===== config.mk =====
export PLATFORM = sky130hd
export DESIGN_NAME = ex_mem_stage
export DESIGN_NICKNAME = d
export VERILOG_FILES = /design/src/rtl/pipe_pkg.sv /design/src/rtl/pipe_skid_buf.sv /design/src/rtl/ex_mem_stage.sv
export SDC_FILE = /design/constraint.sdc
export NUM_CORES = 1
export LEC_CHECK = 0
export ABC_AREA = 1
export CORE_MARGIN = 2
export CORE_UTILIZATION = 55
export DETAILED_ROUTE_END_ITERATION = 10
export PLACE_DENSITY = 0.86
export SYNTH_ARGS = -nofsm -noshare
export SYNTH_HDL_FRONTEND = slang
export SYNTH_SLANG_ARGS = --single-unit

===== constraint.sdc =====
create_clock -name clk -period 19.1 [get_ports clk]
set_input_delay 3.82 -clock clk [delete_from_list [all_inputs] [get_ports clk]]
set_output_delay 3.82 -clock clk [all_outputs]
set_load 0.005 [all_outputs]

===== src/rtl/pipe_pkg.sv =====
// ============================================================================
// Module   : pipe_pkg
// Purpose  : Field widths, EX/MEM field offsets and control typedef shared by
//            the pipeline boundary registers.
// Revision : 1.0
// ============================================================================
`default_nettype none

package pipe_pkg;

   localparam int PC_W      = 32;
   localparam int ALU_W     = 32;
   localparam int RD_W      = 5;
   localparam int WR_CON_W  = 2;
   localparam int MEM_CON_W = 3;

   localparam int EX_MEM_CTRL_W = WR_CON_W + MEM_CON_W;
   localparam int EX_MEM_DATA_W = PC_W + 1 + ALU_W + ALU_W + RD_W;

   // Datapath packing, LSB first: rd, data2, alu_res, zero, pc_4_off
   localparam int RD_LSB    = 0;
   localparam int DATA2_LSB = RD_LSB + RD_W;
   localparam int ALU_LSB   = DATA2_LSB + ALU_W;
   localparam int ZERO_BIT  = ALU_LSB + ALU_W;
   localparam int PC_LSB    = ZERO_BIT + 1;

   typedef struct packed {
      logic [WR_CON_W-1:0]  wr_con;
      logic [MEM_CON_W-1:0] mem_con;
   } ex_mem_ctrl_t;

endpackage

`default_nettype wire


===== src/rtl/pipe_skid_buf.sv =====
// ============================================================================
// Module   : pipe_skid_buf
// Purpose  : Generic valid/ready register slice with a one-entry skid buffer.
//            The CLR_W most-significant bits are zeroed whenever the slot empties.
// Revision : 1.0
// ============================================================================
`default_nettype none

module pipe_skid_buf #(
   parameter int W     = 8,
   parameter int CLR_W = 0
) (
   input  logic         clk,
   input  logic         rst,
   input  logic         clear,
   input  logic         in_valid,
   output logic         in_ready,
   input  logic [W-1:0] in_vec,
   output logic         out_valid,
   input  logic         out_ready,
   output logic [W-1:0] out_vec
);

   localparam logic [W-1:0] CLR_MASK = ~({W{1'b1}} >> CLR_W);

   logic         main_valid;
   logic [W-1:0] main_vec;
   logic         skid_valid;
   logic [W-1:0] skid_vec;
   logic         in_xfer;
   logic         out_xfer;

   // Ready comes straight from skid state, never from out_ready
   assign in_ready  = !skid_valid;
   assign in_xfer   = in_valid && in_ready;
   assign out_xfer  = main_valid && out_ready;
   assign out_valid = main_valid;
   assign out_vec   = main_vec;

   always_ff @(posedge clk or posedge rst) begin
      if (rst) begin
         main_valid <= 1'b0;
         main_vec   <= '0;
         skid_valid <= 1'b0;
         skid_vec   <= '0;
      end else if (clear) begin
         main_valid <= 1'b0;
         main_vec   <= main_vec & ~CLR_MASK;
         skid_valid <= 1'b0;
      end else if (!main_valid || out_xfer) begin
         if (skid_valid) begin
            main_valid <= 1'b1;
            main_vec   <= skid_vec;
            skid_valid <= 1'b0;
         end else if (in_xfer) begin
            main_valid <= 1'b1;
            main_vec   <= in_vec;
         end else begin
            main_valid <= 1'b0;
            main_vec   <= main_vec & ~CLR_MASK;
         end
      end else if (in_xfer) begin
         skid_valid <= 1'b1;
         skid_vec   <= in_vec;
      end
   end

endmodule

`default_nettype wire


===== src/rtl/ex_mem_stage.sv =====
// ============================================================================
// Module   : ex_mem_stage
// Purpose  : Parametrised EX/MEM pipeline register with skid buffer, flush and
//            bubble zeroing. Optional stall counter under `STALL_CNT_EN.
// Revision : 1.0
// ============================================================================
`default_nettype none

module ex_mem_stage
   import pipe_pkg::*;
#(
   parameter int DATA_W = EX_MEM_DATA_W,
   parameter int CTRL_W = EX_MEM_CTRL_W,
   parameter int CNT_W  = 16
) (
   input  logic              clk,
   input  logic              rst,
   input  logic              in_valid,
   output logic              in_ready,
   input  logic [CTRL_W-1:0] in_ctrl,
   input  logic [DATA_W-1:0] in_data,
   input  logic              flush,
   output logic              out_valid,
   input  logic              out_ready,
   output logic [CTRL_W-1:0] out_ctrl,
   output logic [DATA_W-1:0] out_data
`ifdef STALL_CNT_EN
   ,
   output logic [CNT_W-1:0]  stall_cnt
`endif
);

   localparam int VEC_W = CTRL_W + DATA_W;

   if (CNT_W < 1) begin : g_cnt_w_check
      $error("ex_mem_stage: CNT_W must be at least 1");
   end

   logic [VEC_W-1:0] in_vec;
   logic [VEC_W-1:0] out_vec;

   assign in_vec = {in_ctrl, in_data};

   // Control sits in the MSBs so the slice clears it on every bubble
   pipe_skid_buf #(
      .W     (VEC_W),
      .CLR_W (CTRL_W)
   ) u_skid (
      .clk       (clk),
      .rst       (rst),
      .clear     (flush),
      .in_valid  (in_valid),
      .in_ready  (in_ready),
      .in_vec    (in_vec),
      .out_valid (out_valid),
      .out_ready (out_ready),
      .out_vec   (out_vec)
   );

   assign out_ctrl = out_vec[VEC_W-1 -: CTRL_W];
   assign out_data = out_vec[DATA_W-1:0];

`ifdef STALL_CNT_EN
   always_ff @(posedge clk or posedge rst) begin
      if (rst) begin
         stall_cnt <= '0;
      end else if (out_valid && !out_ready && (stall_cnt != {CNT_W{1'b1}})) begin
         stall_cnt <= stall_cnt + 1'b1;
      end
   end
`endif

endmodule

`default_nettype wire

==> key figures, run 1 <==
Status
  – Outcome: completed

Synthesis
  – Post-synth design cell area: 9770 um2
  – Mean Syn Cell Area: 7.58 um2
  – Sequential share of the synthesized area: 55.3%
  – Synth Net Count: 1400
  – Post-Syn Instances: 1288
  – Synth cell types: 11
  – Number of synthesized register bits: 216
  – Ys Warns: 0

STA
  – Slew @ Worst Pin: 1.24 ns
  – Slew Limit Fails: 0
  – # setup viols final: 0
  – Final WS setup: 12.85 ns
  – Final worst-path cycle share: 32.7%
  – Slew headroom: 17.6%
  – RSZ-0062 raised after global routing: no
  – Setup tns final: 0 ns
  – Min Tclk post-route: 6.25 ns
  – Max Clock Freq: 0.160 GHz
  – Setup Skew: 0.0135 ns
  – Fin. Hold Viols: 0

Setup path
  – Worst Path Required: 19.48 ns
  – Peak fanout along the critical path: 107
  – Slowest cell on crit path: nand2_4
  – CP most frequent cell: nand2_1
  – Setup CP Type: in -> reg
  – Max stage delay on crit path: 0.95 ns
  – CP arrival: 6.63 ns
  – CP Buf/Inv Count: 2
  – Worst setup SP type: input port
  – Worst Setup End Kind: register
  – RR Startpoint: u_skid.skid_valid
  – CP top delay family: simple AND/OR/NAND/NOR gates
  – Origin of the worst setup path: out_ready
  – Worst path cell trace: clkdlybuf4s50_1 -> inv_1 -> nand2_1 -> nor2_4 -> nand2_4 -> nand2_1 -> nand2_1

Clock tree
  – Worst skew pair latency: 0.50 ns
  – CTS Hold Bufs: 0
  – CTS tree: built
  – TritonCTS Sinks: 216
  – Clock transition at path regs: 0.06 ns
  – Post-CTS sizing: 0
  – Post-CTS Setup Inserts: 0
  – Longest Clk Path Bufs: 3
  – H-tree levels: 1
  – Root Buffer: clkbuf_16
  – Num CTS Buffers: 22

Placed design
  – Placer Congestion: 0.780
  – IO buf count: 220
  – Post-DP HPWL: 14800 um
  – Placed Area: 11900 um2
  – Pre-CTS setup slack: 12.37 ns

Layout
  – Design area: 12600 um2
  – Ant. Diodes: 0
  – Layout cells sized above 1: 3.08%
  – Final nets: 1559
  – Synth-to-Final Area Change: 28.9%

Drt
  – Via count: 9147
  – Drt pass-1 iters: 5
  – Final WL: 26100 um
  – Mean number of vias per cell: 5.43
  – Drt initial violations: 896
  – DRT antenna net count: 0
  – Per-cell routed wire length: 15.5 um
  – DRC: 0

Global routing
  – Total global-route track usage: 27.7%
  – Overflow after GRT: 0
  – Global-route wire length before repair: 42000 um
  – Initial antenna violation count: 1
  – Largest net degree at the start of global routing: 133
  – Vias in the first global route: 8441

Power
  – Power Density: 96.4 nW/um2
  – Clock share of power: 33.2%
  – Sw Pwr: 0.328 mW
  – Worst VDD drop: 0.0583 mV
  – Combinational group share of total power: 17.9%
  – Leak pwr: 6.68 nW
  – Reg power frac: 48.9%
  – Internal power of the cells: 0.886 mW
  – Total Power: 1.21 mW
  – Switching part of the total: 27.0%

Floorplanning
  – DIE AREA: 18800 um2
  – Die width: 137 um
  – I/O Pins: 221
  – Core area: 17400 um2
  – Rows: 48
  – Initial Utilization: 56.3%
  – Height of the die: 137 um

Min path
  – HP Start: u_skid.skid_vec[79]
  – Min-delay worst type: reg -> reg

Job
  – Maxcap violations: 0
-- metrics by stage --
step	hold slack, ns	cells	util, %
after global placement	0.453	1648	68.7
after global routing	0.485	1685	72.5
after floorplan	0.442	1288	-
after CTS	0.472	1685	72.5
after detailed placement	0.458	1648	68.7
final	0.469	1685	72.5
-- layout by cell type (no fill, tap or decap) --
master,instances
dfrtp_4,1
dfrtp_1,215
clkbuf_16,23
nand2_1,757
inv_2,1
inv_1,4
nand3_1,209
clkbuf_1,9
buf_4,7
nor2_1,2
clkbuf_8,3
clkinv_2,3
nor2_2,1
nor2_4,3
nand2_4,2
inv_8,1
clkdlybuf4s50_1,219
-- worst paths after layout --
check                                           end  slack (ns)  cells past startpoint
worst min register to register  u_skid.skid_vec[79]        0.47                      2
worst max-delay path            u_skid.skid_vec[99]       12.85                      7
worst min-delay path            u_skid.skid_vec[79]        0.47                      2
worst max register to register  u_skid.skid_vec[99]       16.22                      5
max in group asynchronous       u_skid.skid_vec[28]       13.53                      3
min in group asynchronous        u_skid.out_vec[46]        3.92                      2
-- state kept, by name, indices dropped and copies added, names as in the netlist --
signal and count:
u_skid.out_valid 1, u_skid.skid_valid 1, u_skid.out_vec 107, u_skid.skid_vec 107
-- worst register-to-register path: stages, from the launching register on --
cell	delay, ns
dfrtp_4	0.83
buf_4	0.71
nor2_4	0.10
nand2_4	0.87
nand2_1	0.18
nand2_1	0.11
-- power by group through the flow --
stage,Clock (mW),Combinational (mW),Sequential (mW)
floorplan,0,0.107,0.591
global placement,0,0.210,0.596
detailed placement,0,0.218,0.598
CTS,0.408,0.219,0.592
global route,0.424,0.245,0.603
finish,0.403,0.217,0.593
-- cell families after synthesis --
kind of cell,after synthesis,share of synthesized area (%)
and+or+nand+nor,974,40.2
DFF,216,55.3
buffers and inverters,98,4.46
-- area by class of cell --
type                       instances  area, um2
sequential                       216       5410
fill                            1366       4770
multi-input combinational        974       3960
clock buffer                      35        651
inverter                           7       35.0
tap                              225        282
clock inverter                     2       10.0
timing repair buffer             226       2240
-- synth_stat cells --
| cell type | count | share of area (%) |
|---|---|---|
| buf_2 | 54 | 2.8 |
| nand2_1 | 758 | 29 |
| dfrtp_1 | 216 | 55 |
| nor2_2 | 2 | 0.13 |
| nor2_1 | 4 | 0.15 |
| nand3_1 | 209 | 11 |
| nand2_2 | 1 | 0.064 |
| clkbuf_1 | 33 | 1.3 |
| inv_2 | 1 | 0.038 |
| inv_1 | 6 | 0.23 |
| buf_1 | 4 | 0.15 |
-- routing by layer --
| metal | vias up | track usage [%] | part of all wire (%) | wire length (um) |
|---|---|---|---|---|
| met1 | 4307 | 40.4 | 41 | 10800 |
| met2 | 475 | 42.9 | 47 | 12200 |
| met3 | 37 | 5.30 | 10 | 2590 |
| li1 | 4326 | - | - | - |
| met4 | 2 | 7.33 | 1.8 | 469 |
| met5 | - | 0 | 0.050 | 13 |
(Power assumes the default switching activity.)
==> run 2: changes to the inputs <==
CORE_UTILIZATION = 46   (was 55)
PLACE_DENSITY = 0.77   (was 0.86)
clock period = 5 ns   (was 19.1 ns; I/O delays follow)
==> run 2 against run 1 <==
Clock power grew to 4.1 times the previous value. Worst hold slack worse by 0.0012 ns. Via count is 1.1% lower. Largest cell class unchanged. Power grew to 3.9 times the previous value. Sequential share of layout area is 0.65 points lower. Critical path depth is 4 lower.
==> key figures, run 2 (synthesis gave the netlist of run 1 again) <==
Setup path
  – RR Startpoint: u_skid.skid_valid
  – Worst Setup End Kind: output port
  – Reg-to-reg endpoint: u_skid.out_vec[3]
  – Register-to-Register Path Depth: 6
  – Worst Path Required: 4.00 ns
  – CP arrival: 2.31 ns
  – Worst setup SP type: register
  – Worst reg-to-reg setup slack: 1.76 ns
  – Peak fanout along the critical path: 44
  – Setup CP Type: reg -> out

Clock tree
  – H-tree levels: 1
  – Num CTS Buffers: 23
  – Worst skew pair latency: 0.51 ns
  – CTS tree: built
  – Root Buffer: clkbuf_16
  – CTS Hold Bufs: 0
  – Longest Clk Path Bufs: 3
  – Post-CTS sizing: 0
  – Post-CTS Setup Inserts: 0
  – TritonCTS Sinks: 216
  – Clock transition at path regs: 0.06 ns

Drt
  – Mean number of vias per cell: 5.19
  – DRT antenna net count: 0
  – Drt pass-1 iters: 5
  – Drt initial violations: 864
  – Via count: 9049
  – Final WL: 27000 um
  – DRC: 0
  – Per-cell routed wire length: 15.5 um

Global routing
  – Global-route wire length before repair: 44000 um
  – Total global-route track usage: 24.0%
  – Largest net degree at the start of global routing: 118
  – Initial antenna violation count: 0
  – Overflow after GRT: 0
  – Vias in the first global route: 8544

Power
  – Worst VDD drop: 0.250 mV
  – Total Power: 4.75 mW
  – Leak pwr: 6.75 nW
  – Power Density: 371 nW/um2

STA
  – Slew Limit Fails: 0
  – # setup viols final: 0
  – Slew headroom: 17.6%
  – Setup tns final: 0 ns
  – Final worst-path cycle share: 66.2%
  – Fin. Hold Viols: 0
  – Slew @ Worst Pin: 1.24 ns
  – RSZ-0062 raised after global routing: no
  – Min Tclk post-route: 3.31 ns
  – Max Clock Freq: 0.302 GHz
  – Setup Skew: 0.0273 ns

Layout
  – Layout cells sized above 1: 3.74%
  – Synth-to-Final Area Change: 30.9%
  – Fillers: 1849
  – Commonest cells after routing, fill and taps aside: 757 x nand2_1, 219 x clkdlybuf4s50_1, 215 x dfrtp_1
  – Commonest non-fill, non-tap cell in the layout: nand2_1
  – Final nets: 1567
  – Ant. Diodes: 0
  – Design area: 12800 um2

Min path
  – Min-delay worst type: reg -> reg
  – Hold path depth: 2
  – HP Start: u_skid.skid_vec[102]
  – WHS Endpoint: u_skid.skid_vec[102]

Floorplanning
  – I/O Pins: 221
  – Initial Utilization: 46.6%
  – Height of the die: 150 um
  – Rows: 53
  – Core area: 21000 um2
  – DIE AREA: 22400 um2
  – Die width: 150 um

Placed design
  – IO buf count: 220
  – Placer Congestion: 0.798
  – Post-DP HPWL: 15700 um
  – Placed Area: 12100 um2

Job
  – Maxcap violations: 0

Status
  – Outcome: completed
## run 2: cell count changes in the layout (fill, tap and decap cells not counted), sizes merged
cell,previous run,this run
clkbuf,35,36
bufinv,0,1
clkinv,3,2
clkinvlp,0,1
buf,7,14
## run 2: where the power goes
part	total, mW	leakage (nW)	internal (mW)	switching, mW
Sequential	2.26	2.78	2.08	0.187
Clock	1.65	0.351	0.972	0.678
Combinational	0.835	3.61	0.427	0.409
Total	4.75	6.75	3.47	1.27
## run 2: per-stage QoR
| step | util (%) | std cells | hold slack, ns | worst slack, ns |
|---|---|---|---|---|
| after floorplan | - | 1288 | 0.442 | 1.19 |
| after global placement | 57.6 | 1705 | 0.453 | 1.69 |
| after detailed placement | 57.6 | 1705 | 0.458 | 1.68 |
| after CTS | 61.0 | 1744 | 0.472 | 1.66 |
| after global routing | 61.0 | 1744 | 0.486 | 1.50 |
| final | 61.0 | 1744 | 0.468 | 1.69 |
## run 2: worst max path at each step
stage / startpoint / to / slack, ns / depth (start not counted)
final: u_skid.skid_valid / in_ready / 1.69 / 3
after global routing: u_skid.skid_valid / u_skid.out_vec[82] / 1.50 / 6
after CTS: u_skid.skid_valid / in_ready / 1.66 / 3
after detailed placement: out_ready / u_skid.out_vec[84] / 1.68 / 8
after global placement: out_ready / u_skid.out_vec[92] / 1.69 / 8
after floorplan: rst / u_skid.out_valid / 1.19 / 1
## run 2: layout make-up
cell class / instances / area, um2 / share of cell area, %
sequential: 216 / 5410 / 42.3
multi-input combinational: 974 / 3960 / 31.0
timing repair buffer: 233 / 2320 / 18.2
clock buffer: 36 / 674 / 5.28
tap: 275 / 344 / 2.69
clock inverter: 3 / 43.8 / 0.343
inverter: 7 / 31.3 / 0.245
## run 2: critical path, cell delays in order (launching register included)
cell and delay [ns]:
dfrtp_4 0.64, clkinv_2 0.08, buf_4 0.43, clkdlybuf4s50_1 0.60
## run 2: routing by layer
layer	GRT usage (%)	part of all wire, %	vias to the layer above
li1	-	-	4345
met1	35.6	44	4277
met2	38.1	46	388
met3	3.38	8.0	39
met4	5.09	1.5	0
met5	0	0	-
==> run 3: changes to the inputs <==
CORE_UTILIZATION = 51   (was 46)
PLACE_DENSITY = 0.81   (was 0.77)
clock period = 3.5 ns   (was 5 ns; I/O delays follow)
==> run 3 against run 2 <==
Cell area hardly changed. Clock skew shrank 0.022 ns. Critical path type unchanged. Worst setup slack lost 0.44 ns. Highest routed layer unchanged. Sequential power grew 43%. Critical endpoint unchanged. Power grew 41%. Largest power group unchanged. Register-to-register slack worse by 0.29 ns. Wire length shrank 0.15%.
==> key figures, run 3 (synthesis gave the netlist of run 1 again) <==
Clock tree
  – H-tree levels: 1
  – Root Buffer: clkbuf_16
  – Worst skew pair latency: 0.49 ns
  – Post-CTS sizing: 0
  – CTS tree: built
  – Post-CTS Setup Inserts: 0
  – Clock transition at path regs: 0.06 ns
  – TritonCTS Sinks: 216
  – CTS Hold Bufs: 0
  – Num CTS Buffers: 23
  – Longest Clk Path Bufs: 3

Floorplanning
  – DIE AREA: 20300 um2
  – Initial Utilization: 52.0%
  – I/O Pins: 221
  – Core area: 18800 um2
  – Height of the die: 142 um
  – Rows: 50
  – Die width: 142 um

STA
  – Max Clock Freq: 0.444 GHz
  – Slew @ Worst Pin: 1.26 ns
  – # setup viols final: 0
  – Slew Limit Fails: 0
  – Min Tclk post-route: 2.25 ns
  – Setup Skew: 0.00571 ns
  – RSZ-0062 raised after global routing: no
  – Final worst-path cycle share: 64.4%
  – Fin. Hold Viols: 0
  – Slew headroom: 15.9%

Drt
  – Per-cell routed wire length: 15.8 um
  – Final WL: 27000 um
  – DRT antenna net count: 0
  – Mean number of vias per cell: 5.38
  – Drt initial violations: 759
  – Via count: 9200
  – Drt pass-1 iters: 5
  – DRC: 0

Global routing
  – Total global-route track usage: 26.4%
  – Overflow after GRT: 0
  – Largest net degree at the start of global routing: 114
  – Global-route wire length before repair: 44000 um
  – Initial antenna violation count: 1
  – Global-route layer with the greatest usage: met2
  – Met3 Resource Use GR: 4.54%
  – Vias in the first global route: 8816
  – Met2 usage: 41.7%
  – GR Util met1: 37.9%

Setup path
  – Origin of the worst setup path: u_skid.skid_valid
  – Reg-to-reg endpoint: u_skid.out_vec[45]
  – CP Capture Point: in_ready
  – Worst Setup End Kind: output port
  – Peak fanout along the critical path: 4
  – RR Startpoint: u_skid.skid_valid
  – Setup CP Type: reg -> out
  – Worst reg-to-reg setup slack: 1.47 ns
  – Worst Path Required: 2.80 ns
  – Worst setup SP type: register
  – Register-to-Register Path Depth: 6
  – CP arrival: 1.55 ns

Power
  – Leak pwr: 6.78 nW
  – Total Power: 6.69 mW
  – Worst VDD drop: 0.301 mV
  – Power Density: 523 nW/um2

Layout
  – Layout cells sized above 1: 4.27%
  – Final Util: 68.2%
  – Final nets: 1573
  – Sequential cell area: 5410 um2
  – Area occupied by multi-input gates: 3960 um2
  – Commonest cells after routing, fill and taps aside: 757 x nand2_1, 219 x clkdlybuf4s50_1, 215 x dfrtp_1
  – Commonest non-fill, non-tap cell in the layout: nand2_1
  – Synth-to-Final Area Change: 31.0%
  – Fillers: 1537
  – Ant. Diodes: 0

Placed design
  – IO buf count: 220
  – Post-DP HPWL: 16100 um
  – Placer Congestion: 0.820

Job
  – Maxcap violations: 0

Status
  – Outcome: completed

Min path
  – Min-delay worst type: reg -> reg
run 3: changes by cell type in the layout (fill, tap and decap cells not counted):
cell | previous run | this run
clkinvlp_4 | 1 | 2
clkinv_2 | 2 | 6
buf_4 | 12 | 14
inv_6 | 1 | 0
buf_12 | 2 | 6
clkbuf_8 | 5 | 4
clkbuf_1 | 8 | 6
bufinv_16 | 1 | 0
run 3: how the worst min path moves through the flow:
stage                          endpoint  cells past startpoint                start  slack (ns)
floorplan            u_skid.skid_vec[0]                      2   u_skid.skid_vec[0]        0.44
global placement    u_skid.skid_vec[73]                      2  u_skid.skid_vec[73]        0.45
detailed placement  u_skid.skid_vec[77]                      2  u_skid.skid_vec[77]        0.46
CTS                 u_skid.skid_vec[54]                      2  u_skid.skid_vec[54]        0.47
global route        u_skid.skid_vec[53]                      2  u_skid.skid_vec[53]        0.48
finish              u_skid.skid_vec[11]                      2  u_skid.skid_vec[11]        0.47
run 3: area by class of cell:
type                       count  share of cell area, %
inverter                       7                  0.244
clock inverter                 6                  0.254
multi-input combinational    974                   30.9
sequential                   216                   42.3
tap                          234                   2.29
timing repair buffer         239                   18.9
clock buffer                  33                   5.11
run 3: layer usage:
| layer | up-vias | share of wire [%] |
|---|---|---|
| met2 | 401 | 47 |
| met3 | 46 | 8.5 |
| li1 | 4358 | - |
| met1 | 4395 | 43 |
| met5 | - | 0 |
| met4 | 0 | 2.2 |
run 3: per-stage QoR:
| step | hold slack (ns) | setup WS [ns] | TNS [ns] | std cells | area, um2 |
|---|---|---|---|---|---|
| floorplan | 0.442 | -0.0121 | -2.62 | 1288 | 9770 |
| global placement | 0.453 | 1.01 | 0 | 1670 | 12100 |
| detailed placement | 0.458 | 0.948 | 0 | 1670 | 12100 |
| CTS | 0.472 | 1.23 | 0 | 1709 | 12800 |
| global route | 0.482 | 1.22 | 0 | 1709 | 12800 |
| finish | 0.468 | 1.25 | 0 | 1709 | 12800 |
run 3: critical path, cell delays in order, from the launching register on:
cell and delay [ns]:
dfrtp_4 0.51, clkinv_2 0.06, clkdlybuf4s50_1 0.49
run 3: power breakdown:
group          internal [mW]  switching [mW]
logic                  0.621           0.593
registers               2.97           0.267
clock network           1.29           0.959
total                   4.88            1.82
